File: src/rtl/nbit_pkg.sv
// Shared definitions for the narrow-to-wide packer: default geometry and lane placement.
package nbit_pkg;

    localparam int IN_W_DEF  = 8;
    localparam int RATIO_DEF = 4;
    localparam int OUT_W     = IN_W_DEF * RATIO_DEF;
    localparam int CNT_W     = $clog2(RATIO_DEF);

    // Bit offset of lane idx (arrival order) inside the packed word.
    function automatic int lane_pos(input int idx, input int in_w, input int ratio, input int msb_first);
        int pos;
        if (msb_first != 0) begin
            pos = (ratio - 1 - idx) * in_w;
        end else begin
            pos = idx * in_w;
        end
        return pos;
    endfunction

endpackage

File: src/rtl/nbit_out_reg.sv
// Output holding register: captures a packed word on load, clears to all-zero once taken.
module nbit_out_reg
    import nbit_pkg::*;
#(
    parameter int DATA_W = OUT_W,
    parameter int KEEP_W = RATIO_DEF
) (
    input  logic              clk_4f,
    input  logic              reset,
    input  logic              load,
    input  logic [DATA_W-1:0] word_in,
    input  logic [KEEP_W-1:0] keep_in,
    input  logic              ready_in,
    output logic [DATA_W-1:0] data_out,
    output logic [KEEP_W-1:0] keep_out,
    output logic              valid_out
);

    logic [DATA_W-1:0] data_d, data_q;
    logic [KEEP_W-1:0] keep_d, keep_q;
    logic              valid_d, valid_q;

    // Next output word: a load always wins over a take, so back-to-back words stay valid.
    always_comb begin
        data_d  = data_q;
        keep_d  = keep_q;
        valid_d = valid_q;
        if (load) begin
            data_d  = word_in;
            keep_d  = keep_in;
            valid_d = 1'b1;
        end else if (valid_q && ready_in) begin
            data_d  = {DATA_W{1'b0}};
            keep_d  = {KEEP_W{1'b0}};
            valid_d = 1'b0;
        end else begin
            valid_d = valid_q;
        end
    end

    // Output state register.
    always_ff @(posedge clk_4f or posedge reset) begin
        if (reset) begin
            data_q  <= {DATA_W{1'b0}};
            keep_q  <= {KEEP_W{1'b0}};
            valid_q <= 1'b0;
        end else begin
            data_q  <= data_d;
            keep_q  <= keep_d;
            valid_q <= valid_d;
        end
    end

    assign data_out  = data_q;
    assign keep_out  = keep_q;
    assign valid_out = valid_q;

endmodule

File: src/rtl/nbit_packer.sv
// Narrow-to-wide packer: gathers RATIO lanes of IN_W bits with backpressure and partial flush.
module nbit_packer
    import nbit_pkg::*;
#(
    parameter int IN_W          = IN_W_DEF,
    parameter int RATIO         = RATIO_DEF,
    parameter int MSB_FIRST     = 1,
    parameter int FLUSH_PARTIAL = 1
) (
    input  logic                  clk_4f,
    input  logic                  reset,
    input  logic [IN_W-1:0]       data_in,
    input  logic                  valid_in,
    output logic                  ready_out,
    output logic [IN_W*RATIO-1:0] data_out,
    output logic                  valid_out,
    output logic [RATIO-1:0]      keep_out,
    input  logic                  ready_in
);

    localparam int W_OUT = IN_W * RATIO;
    localparam int W_CNT = $clog2(RATIO);

    logic [W_OUT-1:0] acc_d, acc_q;
    logic [RATIO-1:0] keep_d, keep_q;
    logic [W_CNT-1:0] cnt_d, cnt_q;
    logic             pending_d, pending_q;

    logic             accept_s, free_s, load_s;
    logic [W_OUT-1:0] lane_word_s, ld_word_s;
    logic [RATIO-1:0] lane_keep_s, ld_keep_s;

    assign ready_out = !pending_q;
    assign accept_s  = valid_in & ready_out;
    assign free_s    = !valid_out | ready_in;

    // Accumulator update, completion/flush decisions and the load strobe to the output register.
    always_comb begin
        acc_d       = acc_q;
        keep_d      = keep_q;
        cnt_d       = cnt_q;
        pending_d   = pending_q;
        load_s      = 1'b0;
        ld_word_s   = acc_q;
        ld_keep_s   = keep_q;
        lane_word_s = acc_q | (W_OUT'(data_in) << lane_pos(int'(cnt_q), IN_W, RATIO, MSB_FIRST));
        lane_keep_s = keep_q | (RATIO'(1) << cnt_q);
        if (pending_q) begin
            if (free_s) begin
                load_s    = 1'b1;
                acc_d     = {W_OUT{1'b0}};
                keep_d    = {RATIO{1'b0}};
                cnt_d     = {W_CNT{1'b0}};
                pending_d = 1'b0;
            end else begin
                pending_d = 1'b1;
            end
        end else if (accept_s) begin
            if (cnt_q == W_CNT'(RATIO - 1)) begin
                if (free_s) begin
                    load_s    = 1'b1;
                    ld_word_s = lane_word_s;
                    ld_keep_s = lane_keep_s;
                    acc_d     = {W_OUT{1'b0}};
                    keep_d    = {RATIO{1'b0}};
                    cnt_d     = {W_CNT{1'b0}};
                end else begin
                    acc_d     = lane_word_s;
                    keep_d    = lane_keep_s;
                    pending_d = 1'b1;
                end
            end else begin
                acc_d  = lane_word_s;
                keep_d = lane_keep_s;
                cnt_d  = cnt_q + W_CNT'(1);
            end
        end else if (!valid_in && (cnt_q != {W_CNT{1'b0}})) begin
            // Stream ended mid-word: either emit what we have or drop it.
            if (FLUSH_PARTIAL != 0) begin
                if (free_s) begin
                    load_s = 1'b1;
                    acc_d  = {W_OUT{1'b0}};
                    keep_d = {RATIO{1'b0}};
                    cnt_d  = {W_CNT{1'b0}};
                end else begin
                    pending_d = 1'b1;
                end
            end else begin
                acc_d  = {W_OUT{1'b0}};
                keep_d = {RATIO{1'b0}};
                cnt_d  = {W_CNT{1'b0}};
            end
        end else begin
            pending_d = pending_q;
        end
    end

    // Accumulator, lane counter and pending-word state.
    always_ff @(posedge clk_4f or posedge reset) begin
        if (reset) begin
            acc_q     <= {W_OUT{1'b0}};
            keep_q    <= {RATIO{1'b0}};
            cnt_q     <= {W_CNT{1'b0}};
            pending_q <= 1'b0;
        end else begin
            acc_q     <= acc_d;
            keep_q    <= keep_d;
            cnt_q     <= cnt_d;
            pending_q <= pending_d;
        end
    end

    nbit_out_reg #(
        .DATA_W(W_OUT),
        .KEEP_W(RATIO)
    ) u_out_reg (
        .clk_4f   (clk_4f),
        .reset    (reset),
        .load     (load_s),
        .word_in  (ld_word_s),
        .keep_in  (ld_keep_s),
        .ready_in (ready_in),
        .data_out (data_out),
        .keep_out (keep_out),
        .valid_out(valid_out)
    );

endmodule

File: config.mk
export PLATFORM = sky130hd
export DESIGN_NAME = nbit_packer
export DESIGN_NICKNAME = d
export VERILOG_FILES = /design/src/rtl/nbit_pkg.sv /design/src/rtl/nbit_out_reg.sv /design/src/rtl/nbit_packer.sv
export SDC_FILE = /design/constraint.sdc
export NUM_CORES = 1
export LEC_CHECK = 0
export BUFFER_PORTS_ARGS = -buffer_cell sky130_fd_sc_hd__clkbuf_2
export CAP_MARGIN = 20
export CORE_ASPECT_RATIO = 1.5
export CORE_UTILIZATION = 60
export DETAILED_ROUTE_END_ITERATION = 7
export GPL_TIMING_DRIVEN = 0
export PLACE_DENSITY = 0.84
export SLEW_MARGIN = 20
export SYNTH_ARGS = -nofsm -noshare
export SYNTH_HDL_FRONTEND = slang
export SYNTH_SLANG_ARGS = --single-unit
File: constraint.sdc
create_clock -name clk_4f -period 7 [get_ports clk_4f]
set_clock_uncertainty 0.2 [all_clocks]
set_input_delay 1.75 -clock clk_4f [delete_from_list [all_inputs] [get_ports clk_4f]]
set_output_delay 1.75 -clock clk_4f [all_outputs]
set_load 0.02 [all_outputs]
==> impl_metrics.py <==
metrics = {
    "drt": {
        "antenna_left": 0,
        "drc": 0,
        "wire_per_inst_um": 16.9,
        "first_iter_violations": 137,
        "via_per_inst": 5.89,
        "wl_um": 6910,
        "num_vias": 2408,
        "first_pass_iters": 4,
    },
    "yosys": {
        "syn_avg_cell_area_um2": 11.1,
        "postSynthCellCount": 284,
        "yosysUniqueCellTypes": 25,
        "synth_area_um2": 3150,
        "ys_warn_count": 0,
        "synth_seq_area_share_pct": 60.4,
        "synth_common_cells": "dfrtp_1 (76), a21oi_1 (61), nor2_1 (38)",
        "synth_most_common_cell": "dfrtp_1",
        "synthTopCellsByArea": "dfrtp_1 (60%), o2bb2ai_1 (10%), a21oi_1 (9.7%)",
        "synth_nets": 300,
        "async_flop_share_pct": 100,
        "synth_seq_cells": 76,
        "yosysTopAreaCellShare_pct": 60.4,
        "yosysTopAreaCell": "dfrtp_1",
        "synth_edf_count": 0,
        "synth-main-ff-cell": "dfrtp_1",
    },
    "clock_network": {
        "cts_hold_buffers": 0,
        "cts_num_sinks": 76,
        "post_cts_buffers": 0,
        "h-tree-depth": 3,
        "cts_resized": 0,
        "clkTransAtPathRegs_ns": 0.08,
        "clkLatencyLatePin_ns": 0.35,
        "clock_path_buffers": 2,
        "cts_tree": "done",
        "root_buffer": "clkbuf_8",
        "cts_buffers": 9,
    },
    "placement": {
        "dp_hpwl_um": 4670,
        "gp_congestion": 0.831,
        "port_buffers": 42,
        "place_area_um2": 3470,
    },
    "sta": {
        "finalSetupTns_ns": 0,
        "finalSetupViolations": 0,
        "post-route-period-util_pct": 43.1,
        "maxSlewViolCount": 0,
        "rsz0062_at_grt": "no",
        "relSlewSlack_pct": 64.5,
        "post-route-min-period_ns": 3.01,
        "tightest_slew_ns": 0.532,
        "fmax_mhz": 332,
        "hold_viol": 0,
    },
    "finish": {
        "nFillCells": 372,
        "area_growth_pct": 16.4,
        "drive_gt1_share_pct": 21.9,
        "antenna_cells": 0,
        "final_util_pct": 74.4,
        "fin_area_um2": 3660,
        "fin_nets": 354,
    },
    "floorplanning": {
        "fp-row-count": 31,
        "dieArea_um2": 5550,
        "chipHeight_um": 90.7,
        "ios": 50,
        "fp.dieW_um": 61.2,
        "fp.coreArea_um2": 4930,
        "initial_utilization_pct": 63.9,
    },
    "status": {
        "outcome": "finished clean",
    },
    "pwr": {
        "vdd.ir_drop.worst_v": 0.000304,
        "p_total_uw": 1510,
        "leakagePower_uw": 0.00176,
        "power_density_nw_per_um2": 413,
    },
    "grt": {
        "grt_overflow": 0,
        "grt_antenna_before_repair": 0,
        "gr-usage-all-layers_pct": 28.4,
        "grt_max_degree": 59,
        "grt_pass1_vias": 2343,
        "grt_pass1_wl_um": 11500,
    },
    "hold_path": {
        "hold_path_class": "flop to flop",
    },
    "worst_setup_path": {
        "critPathRequiredTime_ns": 5.05,
        "worstPathMaxFanout": 9,
        "start_kind": "flop",
        "crit_arrival_ns": 1.06,
        "path_class": "flop to output port",
        "cp-end-kind": "output port",
    },
    "flow_run": {
        "max_cap_violations": 0,
    },
}
## power by group
group / internal (µW) / switching, µW
combinational: 193 / 344
clock: 165 / 159
sequential: 570 / 81.9
total: 928 / 585
## flip-flops by register name (all words and copies together) (netlist names), named ones only
signal and flops:
u_out_reg.keep_out 4, u_out_reg.valid_out 1, cnt_q 2, pending_q 1, acc_q 32, u_out_reg.data_out 32
keep_q 3
## through the flow
| step | worst slack [ns] | cells | hold WS [ns] |
|---|---|---|---|
| 2_1_floorplan | 3.11 | 284 | 0.249 |
| 3_3_place_gp | 2.35 | 392 | 0.265 |
| 3_5_place_dp | 3.76 | 393 | 0.273 |
| 4_1_cts | 3.98 | 409 | 0.296 |
| 5_1_grt | 3.93 | 409 | 0.304 |
| 6_report | 3.99 | 409 | 0.289 |
## kinds of logic (layout without fill, tap and decap cells)
family                     count (synthesis)  after routing  synth area share [%]
adders and majority gates                  4              4                  1.59
buffers and inverters                     30             89                  5.48
and+or+nand+nor                           61             61                  9.34
DFF                                       76             76                  60.4
AOI/OAI and AO/OA                        113            113                  23.2
## path summary, 6_finish.rpt
path | startpoint | endpoint | slack [ns] | cells past startpoint
hold reg to reg | u_out_reg.keep_out[0] | u_out_reg.keep_out[0] | 0.29 | 1
hold / removal | u_out_reg.keep_out[0] | u_out_reg.keep_out[0] | 0.29 | 1
max in group asynchronous | reset | u_out_reg.data_out[25] | 4.93 | 3
setup reg to reg | cnt_q[0] | u_out_reg.data_out[14] | 4.88 | 7
setup / recovery | pending_q | ready_out | 3.99 | 2
min in group asynchronous | reset | u_out_reg.data_out[5] | 1.12 | 2
## cell usage in the layout, fill, tap and decap left out
| cell type | count |
|---|---|
| a31oi_1 | 10 |
| bufinv_16 | 1 |
| o2bb2ai_1 | 36 |
| clkbuf_8 | 9 |
| nor2b_1 | 2 |
| a41oi_1 | 1 |
| buf_2 | 6 |
| o21ai_0 | 3 |
| and4bb_2 | 1 |
| nand2b_1 | 4 |
| clkinvlp_4 | 1 |
| a21oi_1 | 61 |
| clkinv_2 | 2 |
| buf_6 | 7 |
| nor2_1 | 38 |
| nand2_1 | 1 |
| a21o_1 | 1 |
| ha_1 | 4 |
| nand3_1 | 2 |
| and4b_1 | 1 |
| clkinv_4 | 2 |
| and2_1 | 7 |
| buf_16 | 1 |
| inv_4 | 1 |
| buf_1 | 1 |
| clkbuf_1 | 12 |
| o21ai_4 | 1 |
| nand2_2 | 1 |
| dfrtp_1 | 76 |
| inv_1 | 4 |
| and3b_1 | 1 |
| and3_1 | 3 |
| clkbuf_2 | 42 |
## critical path, cell delays in order (launching register included)
cell and delay [ns]:
dfrtp_1 0.50, inv_1 0.07, clkbuf_2 0.15
## routing by layer
| metal | part of all wire (%) | global-route usage (%) | vias up |
|---|---|---|---|
| li1 | - | - | 1119 |
| met1 | 43 | 40.8 | 1192 |
| met2 | 48 | 40.9 | 78 |
| met3 | 5.0 | 6.45 | 19 |
| met4 | 3.6 | 12.7 | 0 |
| met5 | 0 | 0 | - |
## cell type report
class                           instances  area [µm²]  area share (%)
Buffer                                 25         154            4.20
Clock buffer                           10         128            3.48
Clock inverter                          6        65.1            1.78
Inverter                                5        21.3           0.580
Multi-Input combinational cell        178        1070            29.3
Sequential cell                        76        1900            51.9
Tap cell                               66        82.6            2.25
Timing Repair Buffer                   43         238            6.49
(Power assumes the default switching activity.)
